==> src/rtl/micro_seq_pkg.sv <==
// Shared encodings and microcode word layout helpers for micro_sequencer.
// Word layout, MSB first: {ctrl, src1, src2, dest, opcode}.
package micro_seq_pkg;

  typedef enum logic [1:0] {
    CTRL_EXEC = 2'b00,
    CTRL_LOOP = 2'b01,
    CTRL_HALT = 2'b10,
    CTRL_NOP  = 2'b11
  } ctrl_e;

  typedef enum logic [1:0] {
    S_IDLE = 2'd0,
    S_RUN  = 2'd1,
    S_DONE = 2'd2
  } state_e;

  localparam int unsigned CTRL_W = 2;

  function automatic int unsigned ofs_dest(int unsigned op_w);
    return op_w;
  endfunction

  function automatic int unsigned ofs_src2(int unsigned reg_aw, int unsigned op_w);
    return op_w + reg_aw;
  endfunction

  function automatic int unsigned ofs_src1(int unsigned reg_aw, int unsigned op_w);
    return op_w + 2 * reg_aw;
  endfunction

  function automatic int unsigned ofs_ctrl(int unsigned reg_aw, int unsigned op_w);
    return op_w + 3 * reg_aw;
  endfunction

  function automatic int unsigned word_w(int unsigned reg_aw, int unsigned op_w);
    return ofs_ctrl(reg_aw, op_w) + CTRL_W;
  endfunction

  function automatic int unsigned pc_w(int unsigned nsteps);
    return (nsteps > 1) ? $clog2(nsteps) : 1;
  endfunction

endpackage

==> src/rtl/micro_store.sv <==
// Microcode store: NSTEPS x UW register array, synchronous write, combinational read.
// Contents are deliberately not reset so a program survives rst_n.
module micro_store
  import micro_seq_pkg::*;
#(
  parameter int unsigned NSTEPS = 8,
  parameter int unsigned UW     = 15,
  parameter int unsigned PC_W   = 3
) (
  input  logic            clk_i,
  input  logic            we_i,
  input  logic [PC_W-1:0] waddr_i,
  input  logic [UW-1:0]   wdata_i,
  input  logic [PC_W-1:0] raddr_i,
  output logic [UW-1:0]   rdata_o
);

  logic [UW-1:0] mem_q [NSTEPS];

  always_ff @(posedge clk_i) begin
    if (we_i && (32'(waddr_i) < NSTEPS)) begin
      mem_q[waddr_i] <= wdata_i;
    end
  end

  assign rdata_o = (32'(raddr_i) < NSTEPS) ? mem_q[raddr_i] : '0;

endmodule

==> src/rtl/micro_sequencer.sv <==
// Loadable microprogram sequencer driving src1/src2/dest/opcode/WR with start/busy/done.
// Optional run-length watchdog enabled by defining MICRO_SEQ_WDOG_EN.
module micro_sequencer
  import micro_seq_pkg::*;
#(
  parameter  int unsigned REG_AW  = 3,
  parameter  int unsigned OP_W    = 4,
  parameter  int unsigned NSTEPS  = 8,
  parameter  int unsigned MAX_RUN = 255,
  localparam int unsigned PC_W    = pc_w(NSTEPS),
  localparam int unsigned UW      = word_w(REG_AW, OP_W)
) (
  input  logic              clk,
  input  logic              rst_n,
  input  logic              start,
  input  logic              flag_zero,
  input  logic              prog_we,
  input  logic [PC_W-1:0]   prog_addr,
  input  logic [UW-1:0]     prog_data,
  output logic [REG_AW-1:0] src1,
  output logic [REG_AW-1:0] src2,
  output logic [REG_AW-1:0] dest,
  output logic [OP_W-1:0]   opcode,
  output logic              WR,
  output logic              busy,
  output logic              done,
  output logic              err
);

  localparam int unsigned OFS_DEST = ofs_dest(OP_W);
  localparam int unsigned OFS_SRC2 = ofs_src2(REG_AW, OP_W);
  localparam int unsigned OFS_SRC1 = ofs_src1(REG_AW, OP_W);
  localparam int unsigned OFS_CTRL = ofs_ctrl(REG_AW, OP_W);
  // pc is one bit wider than the store address so "past the last word" is representable.
  localparam logic [PC_W:0] PC_END = (PC_W+1)'(NSTEPS);

  state_e            state_q, state_d;
  logic [PC_W:0]     pc_q, pc_d;
  logic [REG_AW-1:0] src1_q, src1_d, src2_q, src2_d, dest_q, dest_d;
  logic [OP_W-1:0]   opcode_q, opcode_d;
  logic              wr_q, wr_d;
  logic [UW-1:0]     word;
  ctrl_e             ctrl;
  logic              store_we;
  logic              run_entry;
  logic              wdog_trip;

  assign store_we  = prog_we && (state_q != S_RUN);
  assign run_entry = start && (state_q != S_RUN);

  micro_store #(
    .NSTEPS (NSTEPS),
    .UW     (UW),
    .PC_W   (PC_W)
  ) u_store (
    .clk_i   (clk),
    .we_i    (store_we),
    .waddr_i (prog_addr),
    .wdata_i (prog_data),
    .raddr_i (pc_q[PC_W-1:0]),
    .rdata_o (word)
  );

  assign ctrl = ctrl_e'(word[OFS_CTRL +: CTRL_W]);

`ifdef MICRO_SEQ_WDOG_EN
  localparam int unsigned WD_W = $clog2(MAX_RUN + 1);
  localparam logic [WD_W-1:0] WD_LAST = WD_W'(MAX_RUN - 1);

  logic [WD_W-1:0] wdog_q, wdog_d;
  logic            err_q, err_d;

  assign wdog_trip = (state_q == S_RUN) && (wdog_q == WD_LAST);

  always_comb begin
    wdog_d = wdog_q;
    err_d  = err_q;
    if (run_entry) begin
      wdog_d = '0;
      err_d  = 1'b0;
    end else if (state_q == S_RUN) begin
      wdog_d = wdog_q + 1'b1;
      if (wdog_trip) err_d = 1'b1;
    end
  end

  always_ff @(posedge clk or negedge rst_n) begin
    if (!rst_n) begin
      wdog_q <= '0;
      err_q  <= 1'b0;
    end else begin
      wdog_q <= wdog_d;
      err_q  <= err_d;
    end
  end

  assign err = err_q;
`else
  assign wdog_trip = 1'b0;
  assign err       = 1'b0;
`endif

  always_comb begin
    state_d  = state_q;
    pc_d     = pc_q;
    src1_d   = src1_q;
    src2_d   = src2_q;
    dest_d   = dest_q;
    opcode_d = opcode_q;
    wr_d     = 1'b0;
    case (state_q)
      S_IDLE, S_DONE: begin
        if (start) begin
          state_d = S_RUN;
          pc_d    = '0;
        end
      end
      S_RUN: begin
        // The last word's WR pulse completes before DONE, so DONE always opens with WR=0.
        if (wdog_trip || (pc_q == PC_END)) begin
          state_d = S_DONE;
        end else begin
          case (ctrl)
            CTRL_EXEC, CTRL_LOOP: begin
              src1_d   = word[OFS_SRC1 +: REG_AW];
              src2_d   = word[OFS_SRC2 +: REG_AW];
              dest_d   = word[OFS_DEST +: REG_AW];
              opcode_d = word[OP_W-1:0];
              wr_d     = 1'b1;
              pc_d     = ((ctrl == CTRL_LOOP) && !flag_zero) ? '0 : pc_q + 1'b1;
            end
            CTRL_HALT: state_d = S_DONE;
            default:   pc_d = pc_q + 1'b1;
          endcase
        end
      end
      default: state_d = S_IDLE;
    endcase
  end

  always_ff @(posedge clk or negedge rst_n) begin
    if (!rst_n) begin
      state_q  <= S_IDLE;
      pc_q     <= '0;
      src1_q   <= '0;
      src2_q   <= '0;
      dest_q   <= '0;
      opcode_q <= '0;
      wr_q     <= 1'b0;
    end else begin
      state_q  <= state_d;
      pc_q     <= pc_d;
      src1_q   <= src1_d;
      src2_q   <= src2_d;
      dest_q   <= dest_d;
      opcode_q <= opcode_d;
      wr_q     <= wr_d;
    end
  end

  assign src1   = src1_q;
  assign src2   = src2_q;
  assign dest   = dest_q;
  assign opcode = opcode_q;
  assign WR     = wr_q;
  assign busy   = (state_q == S_RUN);
  assign done   = (state_q == S_DONE);

endmodule

==> config.mk <==
export PLATFORM = sky130hd
export DESIGN_NAME = micro_sequencer
export DESIGN_NICKNAME = d
export VERILOG_FILES = /design/src/rtl/micro_seq_pkg.sv /design/src/rtl/micro_store.sv /design/src/rtl/micro_sequencer.sv
export SDC_FILE = /design/constraint.sdc
export NUM_CORES = 1
export LEC_CHECK = 0
export CORE_AREA = 2 2 153 155
export DETAILED_ROUTE_END_ITERATION = 7
export DIE_AREA = 0 0 155 157
export PLACE_DENSITY = 0.45
export SLEW_MARGIN = 20
export SYNTH_ARGS = -nofsm -noshare
export SYNTH_HDL_FRONTEND = slang
export SYNTH_SLANG_ARGS = --single-unit
==> constraint.sdc <==
create_clock -name clk -period 3.3 [get_ports clk]
set_input_delay 0.33 -clock clk [delete_from_list [all_inputs] [get_ports clk]]
set_output_delay 0.33 -clock clk [all_outputs]
set_load 0.03 [all_outputs]
Yosys cells after proc, flatten, opt, wreduce, memory -nomap -nowiden
Memory sizes are Yosys's and may differ from the RTL's.
Cells that the tools add are included.
Word-level totals
  register bits: 20
  memory bits (writable): 120
  input port bits: 23
  word-level logic and storage cells: 45
  memories kept: 1
Operators by class
  add/subtract/negate cells: 1
  equality and inequality tests: 10
  muxes and demuxes: 14
  bitwise operators: 1
  reductions and logical operators: 11
Memories
  u_store.mem_q: words 8, bits a word 15, read ports 1, clocked after Yosys merged registers in 0, write ports 1, RTL line micro_store.sv:18  | logic [UW-1:0] mem_q [NSTEPS];
Operators by type and width (number)
  $pmux 4 s2: 2
  $mux 4: 3
  $mux 2: 3
  $ne 2x2->1 const B: 3
  $mux 1: 5
  $add 4x1->4 const B: 1
  $eq 2x1->1 const B: 2
  $eq 2x2->1 const B: 2
  $eq 4x4->1 const B: 1
  $logic_not 2->1: 2
  $pmux 2 s2: 1
  $reduce_and 4->1: 1
  $reduce_or 2->1: 2
  $ne 3x1->1 const B: 1
  $reduce_and 3->1: 1
  $logic_and 1x1->1: 2
  $ne 2x1->1 const B: 1
  $reduce_and 2->1: 1
  $reduce_bool 2->1: 1
  $logic_not 1->1: 1
  $not 1->1: 1

Logic depth before layout (Yosys ltp)
Gate-level depths: netlist (run 1).
An unclocked memory read counts as a cell.
  depth in word-level cells: 7
  depth in mapped cells: 10
  mapped depth without buffers: 7

By module
From an unflattened synthesis (run 1), not the netlist that was laid out.
Second synthesis, totals
  cell total of the unflattened synthesis: 257
  area, all modules: 5605.4 sq um
Modules (own cells, without submodules)
  micro_store: times used 1, cells each 186, area an instance 4673.2 sq um, sequential area each 3603.5 sq um
  micro_sequencer: times used 1, cells each 71, area an instance 932.1 sq um, sequential area each 500.5 sq um

Worst setup path after synthesis (run 1)
OpenSTA, ideal clock, no wires.
  kind: flip-flop to flip-flop
  from: register state_q[0]
  to: memory u_store.mem_q[1][0], enable pin
  setup time: 406 ps
  arrival time: 1920 ps
  data required time: 2894 ps
  setup slack: 974 ps
  stages on the path, launching flop included: 5
  period minus slack after synthesis: 2326 ps
  cells stage by stage: dfrtp_1 > nand2b_1 > clkbuf_1 > nand3_1 > nor3_1
On the way
  longest elaborated chain between the ends: 4
RTL lines
  start: declaration: RTL line micro_sequencer.sv:37  | state_e state_q, state_d;
  start signal: assignment: RTL line micro_sequencer.sv:151  | state_q <= state_d;
  $ne 2x1->1
  $logic_and 1x1->1: RTL line micro_sequencer.sv:48  | assign store_we = prog_we && (state_q != S_RUN);
  $mux 1: RTL line micro_store.sv:21  | if (we_i && (32'(waddr_i) < NSTEPS)) begin
  $mux 1 (implied by the code): RTL line micro_store.sv:22  | mem_q[waddr_i] <= wdata_i;
  end: declaration: RTL line micro_store.sv:18
No other way between the ends.

Final worst setup path (run 1)
  from: register pc_q[0]
  to: register opcode_q[2] (netlist: opcode[2])
On the way
  longest elaborated chain between the ends: 4
  elaborated cells between the ends (all ways): 7
  those cells by class: 2 x eq/ne; 1 x bitwise; 3 x reduce/logical; 1 x memory
RTL lines
  start: declaration: RTL line micro_sequencer.sv:38  | logic [PC_W:0] pc_q, pc_d;
  start signal: assignment: RTL line micro_sequencer.sv:152  | pc_q <= pc_d;
  $mem_v2 8x15
  $eq 2x1->1 or $logic_not 2->1 (tied branches): RTL line micro_sequencer.sv:123  | case (ctrl)
  $reduce_or 2->1: RTL line micro_sequencer.sv:123
  $reduce_and 3->1 (no line)
  end signal: assignment: RTL line micro_sequencer.sv:156  | opcode_q <= opcode_d;
  end: declaration: RTL line micro_sequencer.sv:40  | logic [OP_W-1:0] opcode_q, opcode_d;
Several ways; a longest one is shown, not always the timed one.
A chain may end at the register's enable or synchronous reset.

==> flow_metrics.env, run 1 <==
export IMPL_gp_congestion=0.707
export IMPL_grt_max_degree=28
export IMPL_first_pass_iters=4
export IMPL_cts_root_buf="clkbuf_16"
export IMPL_setup_viol=0
export IMPL_p_switching_mw=1.60
export IMPL_hold_violations=0
export IMPL_antenna_found_initial=0
export IMPL_synth_cell_types=27
export IMPL_design_area_um2=6690
export IMPL_tightest_slew_ps=917
export IMPL_cpPeakStageDelay_ps=740
export IMPL_p_seq_frac=0.410
export IMPL_internal_power_mw=3.79
export IMPL_grt_pass1_wl_um=17400
export IMPL_combPwrFrac=0.277
export IMPL_timing_rr_end="opcode[2]"
export IMPL_placed_area_um2=6160
export IMPL_ys_seq_area_frac=0.764
export IMPL_drtAntennaViolNets=0
export IMPL_drt_iter0_markers=170
export IMPL_synth_seq_cells=140
export IMPL_htreeDepth=4
export IMPL_cp_arrival_ps=2670
export IMPL_syn_inst=267
export IMPL_core_area_um2=22500
export IMPL_dieArea_um2=24300
export IMPL_synth_area_per_cell_um2=20.1
export IMPL_die_h_um=157
export IMPL_cp_cell_sequence="mux4_2 -> mux2_2 -> or3_1 -> nand2_1 -> o21ai_1"
export IMPL_fin_util=0.297
export IMPL_wl_um=11300
export IMPL_layout_cells_non_filler=624
export IMPL_cpLargestDelayFamily="simple AND/OR/NAND/NOR gates"
export IMPL_portBuffers=38
export IMPL_p_leak_nw=2.21
export IMPL_post_cts_setup_buffer_count=0
export IMPL_grt_pass1_vias=2832
export IMPL_tns_ps=0
export IMPL_ys_warn_count=0
export IMPL_rrSetupSlack_ps=890
export IMPL_start_util=0.239
export IMPL_ctsResizeCount=0
export IMPL_fill_cells=2188
export IMPL_cap_violations=0
export IMPL_die_w_um=155
export IMPL_whs_ps=266
export IMPL_cp_max_fo=27
export IMPL_dp_cells=592
export IMPL_startpoint_type="flop"
export IMPL_worst_slack_ps=888
export IMPL_cts_buffers=17
export IMPL_routed_via_density=4.23
export IMPL_rows=55
export IMPL_clkPwrFrac=0.313
export IMPL_nets=351
export IMPL_clk_path_buf_depth=2
export IMPL_worstReg2RegStart="pc_q[0]"
export IMPL_power_density_nw_per_um2=806
export IMPL_cts_tree="done"
export IMPL_wl_per_cell_um=18.1
export IMPL_antenna_cells=0
export IMPL_rsz0062_at_grt="no"
export IMPL_syn_area_um2=5370
export IMPL_path_buf_inv=0
export IMPL_endpoint_kind="flop"
export IMPL_place_ws_ps=842
export IMPL_worstPathRequired_ps=3560
export IMPL_fin_skew_ps=7.81
export IMPL_ios=40
export IMPL_clk_pin_slew_ps=60
export IMPL_hold_path_class="in -> async"
export IMPL_grt_usage=0.101
export IMPL_crit_slowest_cell="or3_1"
export IMPL_outcome="complete, no violations"
export IMPL_clock_sinks=140
export IMPL_area_growth_pct=24.6
export IMPL_gr_total_overflow=0
export IMPL_peakVddDrop_mv=0.308
export IMPL_drc=0
export IMPL_slew_viol_final=0
export IMPL_min_period_ps=2410
export IMPL_syn_nets=292
export IMPL_ff2ff_path_depth=5
export IMPL_fmaxAchievable_ghz=0.415
export IMPL_dp_hpwl_um=6970
export IMPL_totalPowerFinal_mw=5.39
export IMPL_insertion_delay_ps=420
export IMPL_drive_gt1_frac=0.230
export IMPL_holdBufCountCts=0
export IMPL_netSwitchingFraction=0.297
export IMPL_vias=2640
export IMPL_worst_setup_path_type="reg -> reg"
export IMPL_fin_crit_sh=0.731
export IMPL_slew_headroom=0.388
[power groups by stage]
stage	logic, mW	registers [mW]	clock network, mW
2_1_floorplan	0.901	2.36	0
3_3_place_gp	1.50	2.24	0
3_5_place_dp	1.52	2.25	0
4_1_cts	1.52	2.22	1.74
5_1_grt	1.63	2.23	1.81
6_report	1.49	2.21	1.69
[synth_stat cells (all sizes together)]
library cell | instances | area, um2
buf | 8 | 48.8
nor2b | 4 | 25.0
a21oi | 1 | 5.00
or3 | 1 | 6.26
nand3 | 1 | 5.00
nor2 | 9 | 33.8
o32ai | 2 | 17.5
inv | 6 | 22.5
mux2 | 2 | 22.5
mux4 | 30 | 676
edfxtp | 120 | 3600
o21ai | 13 | 65.1
nand2b | 3 | 18.8
a211oi | 1 | 12.5
dfrtp | 20 | 500
and3 | 1 | 6.26
ha | 2 | 25.0
nand3b | 1 | 7.51
mux2i | 14 | 140
a22o | 3 | 26.3
conb | 1 | 3.75
clkbuf | 5 | 18.8
nor3 | 3 | 15.0
o2bb2ai | 1 | 8.76
nand2 | 15 | 56.3
[kinds of logic (layout without fill, tap and decap cells)]
group,after synthesis,after routing,share of synthesized area
flip-flops,140,140,0.764
multiplexers,46,46,0.156
AND/OR/NAND/NOR,38,38,0.0324
AO/OA/AOI/OAI,21,21,0.0252
buffers and inverters,19,91,0.0168
adder cells (fa/ha/maj),2,2,0.00466
other,1,1,0.000698
[layer usage]
layer	share of wire	routed length, um	track usage	vias up
met5	0	0	0	-
met4	0.018	203	0.0511	0
met3	0.046	516	0.0281	16
met2	0.48	5420	0.158	62
met1	0.46	5170	0.129	1374
li1	-	-	-	1188
[worst max path at each step]
stage	start	to	slack (ps)	cells after the start
CTS	pc_q[0]	opcode[2]	830	8
detailed placement	pc_q[0]	dest[0]	840	8
global route	pc_q[0]	src2[1]	630	8
global placement	pc_q[0]	dest[0]	900	8
finish	pc_q[0]	opcode[2]	890	5
floorplan	state_q[0]	u_store.mem_q[1][0]	970	4
[cell usage in the layout, fill, tap and decap left out, types with 3 or more instances in the layout]
cell type	n
nor2b_1	4
mux2i_1	14
buf_4	15
dfrtp_1	19
clkdlybuf4s50_1	38
nand2_1	15
nand2b_1	3
o21ai_1	13
nor2_1	9
clkbuf_1	4
a22o_1	3
clkbuf_16	17
mux4_2	30
clkbuf_8	3
clkinv_2	5
edfxtp_1	120
inv_1	6
[sequential cells by signal, indices dropped and copies added, names as in the netlist]
signal,cells
opcode,4
u_store.mem_q,120
state_q,2
dest,3
src2,3
pc_q,4
WR,1
src1,3
[cell type report]
cell class | count | area, um2 | area share
multi-input cells | 108 | 1190 | 0.177
repair buffers | 53 | 493 | 0.0737
clock inverters | 8 | 43.8 | 0.00655
flip-flops and latches | 140 | 4110 | 0.614
clock buffers | 24 | 482 | 0.0720
well taps | 285 | 357 | 0.0533
inverters | 6 | 22.5 | 0.00337
Power figures use the tool's default switching activity.
==> run 2, diff against run 1 <==
--- a/config.mk
+++ b/config.mk
@@ -8,7 +8,7 @@
 export CORE_AREA = 2 2 153 155
 export DETAILED_ROUTE_END_ITERATION = 7
 export DIE_AREA = 0 0 155 157
-export PLACE_DENSITY = 0.45
+export PLACE_DENSITY = 0.46
 export SLEW_MARGIN = 20
 export SYNTH_ARGS = -nofsm -noshare
 export SYNTH_HDL_FRONTEND = slang
==> constraint.sdc (replaced) <==
create_clock -name clk -period 2 [get_ports clk]
set_input_delay 0.2 -clock clk [delete_from_list [all_inputs] [get_ports clk]]
set_output_delay 0.2 -clock clk [all_outputs]
set_load 0.03 [all_outputs]
==> run 2 against run 1 <==
Against the previous run:
- sequential power up 64%
- fmax up 22%
- non-clock buffer count up 11
- clock power up 75%
- critical path type unchanged
- largest power group unchanged
==> flow_metrics.env, run 2 (synthesis gave the netlist of run 1 again) <==
export IMPL_dp_hpwl_um=7140
export IMPL_crit_slowest_cell="mux4_2"
export IMPL_portBuffers=38
export IMPL_hold_violations=0
export IMPL_antenna_cells=0
export IMPL_drt_iter0_markers=140
export IMPL_endpoint_kind="flop"
export IMPL_top_register="u_store.mem_q"
export IMPL_cpPeakStageDelay_ps=500
export IMPL_cp_max_fo=12
export IMPL_dieArea_um2=24300
export IMPL_wl_um=11100
export IMPL_grt_pass1_wl_um=17200
export IMPL_placed_area_um2=6280
export IMPL_rows=55
export IMPL_first_pass_iters=4
export IMPL_drtAntennaViolNets=0
export IMPL_power_density_nw_per_um2=1350
export IMPL_worst_setup_path_type="reg -> reg"
export IMPL_area_growth_pct=28.4
export IMPL_hold_path_class="in -> async"
export IMPL_grt_max_degree=21
export IMPL_holdBufCountCts=0
export IMPL_worstPathRequired_ps=2300
export IMPL_fin_util=0.306
export IMPL_cap_violations=0
export IMPL_startpoint="pc_q[0]"
export IMPL_layout_cells_most_common="edfxtp_1"
export IMPL_design_area_um2=6890
export IMPL_fin_crit_sh=0.991
export IMPL_nets=362
export IMPL_clk_pin_slew_ps=60
export IMPL_rsz0062_at_grt="yes"
export IMPL_htreeDepth=4
export IMPL_largest_reg_flops=120
export IMPL_gp_congestion=0.759
export IMPL_start_util=0.239
export IMPL_cp_cell_sequence="mux4_2 -> mux2_4 -> or3_4 -> buf_6 -> nand2_1 -> o21ai_1"
export IMPL_clk_path_buf_depth=2
export IMPL_final_cell_mix="edfxtp_1, clkdlybuf4s50_1, mux4_2, buf_4, dfrtp_1"
export IMPL_place_ws_ps=-72.6
export IMPL_drc=0
export IMPL_gr_total_overflow=0
export IMPL_fmaxAchievable_ghz=0.505
export IMPL_ios=40
export IMPL_antenna_found_initial=0
export IMPL_grt_usage=0.0998
export IMPL_slew_viol_final=0
export IMPL_path_buf_inv=1
export IMPL_grt_pass1_vias=2840
export IMPL_outcome="complete, no violations"
export IMPL_cpLargestDelayFamily="multiplexers"
export IMPL_cts_tree="done"
export IMPL_startpoint_type="flop"
export IMPL_clock_sinks=140
export IMPL_cts_buffers=17
export IMPL_whs_ps=160
export IMPL_worst_slack_ps=18.2
export IMPL_cp_arrival_ps=2280
export IMPL_wl_per_cell_um=17.6
export IMPL_die_h_um=157
export IMPL_insertion_delay_ps=410
export IMPL_min_period_ps=1980
export IMPL_p_leak_nw=2.30
export IMPL_worstReg2RegStart="pc_q[0]"
export IMPL_vias=2604
export IMPL_peakVddDrop_mv=0.510
export IMPL_setup_viol=0
export IMPL_routed_via_density=4.10
export IMPL_fin_skew_ps=5.11
export IMPL_drive_gt1_frac=0.277
export IMPL_die_w_um=155
export IMPL_cts_root_buf="clkbuf_16"
export IMPL_core_area_um2=22500
[run 2: cell count changes in the layout (fill, tap and decap cells not counted), sizes merged]
cell / before / now
bufinv: 0 / 2
clkinvlp: 2 / 3
clkbuf: 24 / 19
buf: 15 / 26
dlygate4sd2: 0 / 1
clkinv: 6 / 8
clkdlybuf4s50: 38 / 37
[run 2: per-layer routing]
metal / track usage / routed length [um] / up-vias
met5: 0 / 0 / -
met4: 0.0344 / 129 / 0
met3: 0.0347 / 418 / 13
met2: 0.163 / 5560 / 45
met1: 0.124 / 5040 / 1340
li1: - / - / 1206
[run 2: final timing paths]
check / cells after the start / end / slack [ps]
min in group clk: 3 / state_q[1] / 400
min: 2 / src2[1] / 160
max in group asynchronous: 2 / pc_q[0] / 1580
max: 6 / opcode[3] / 20
max reg2reg: 6 / opcode[3] / 20
min reg2reg: 2 / src1[2] / 490
[run 2: layout make-up]
type | instances | area [um2]
clock buffers | 19 | 433
inverters | 6 | 22.5
multi-input cells | 108 | 1230
well taps | 285 | 357
fillers | 2171 | 15600
flip-flops and latches | 140 | 4110
clock inverters | 13 | 126
repair buffers | 64 | 619
[run 2: metrics by stage]
stage | total power [mW] | setup TNS, ps | std cells
floorplan | 5.42 | 0 | 267
global placement | 6.32 | -29.8 | 602
detailed placement | 6.35 | -552 | 602
CTS | 9.40 | 0 | 635
global route | 9.80 | -678 | 635
finish | 9.30 | 0 | 635
[run 2: where the power goes]
part | switching [mW] | leakage, nW | internal (mW)
clock network | 1.13 | 0.272 | 1.81
registers | 0.156 | 1.33 | 3.46
logic | 1.43 | 0.691 | 1.30
[run 2: timing repair]
item	in CTS	in global routing
setup endpoints to repair	18	16
gates resized for setup	9	2
setup buffers	1	0
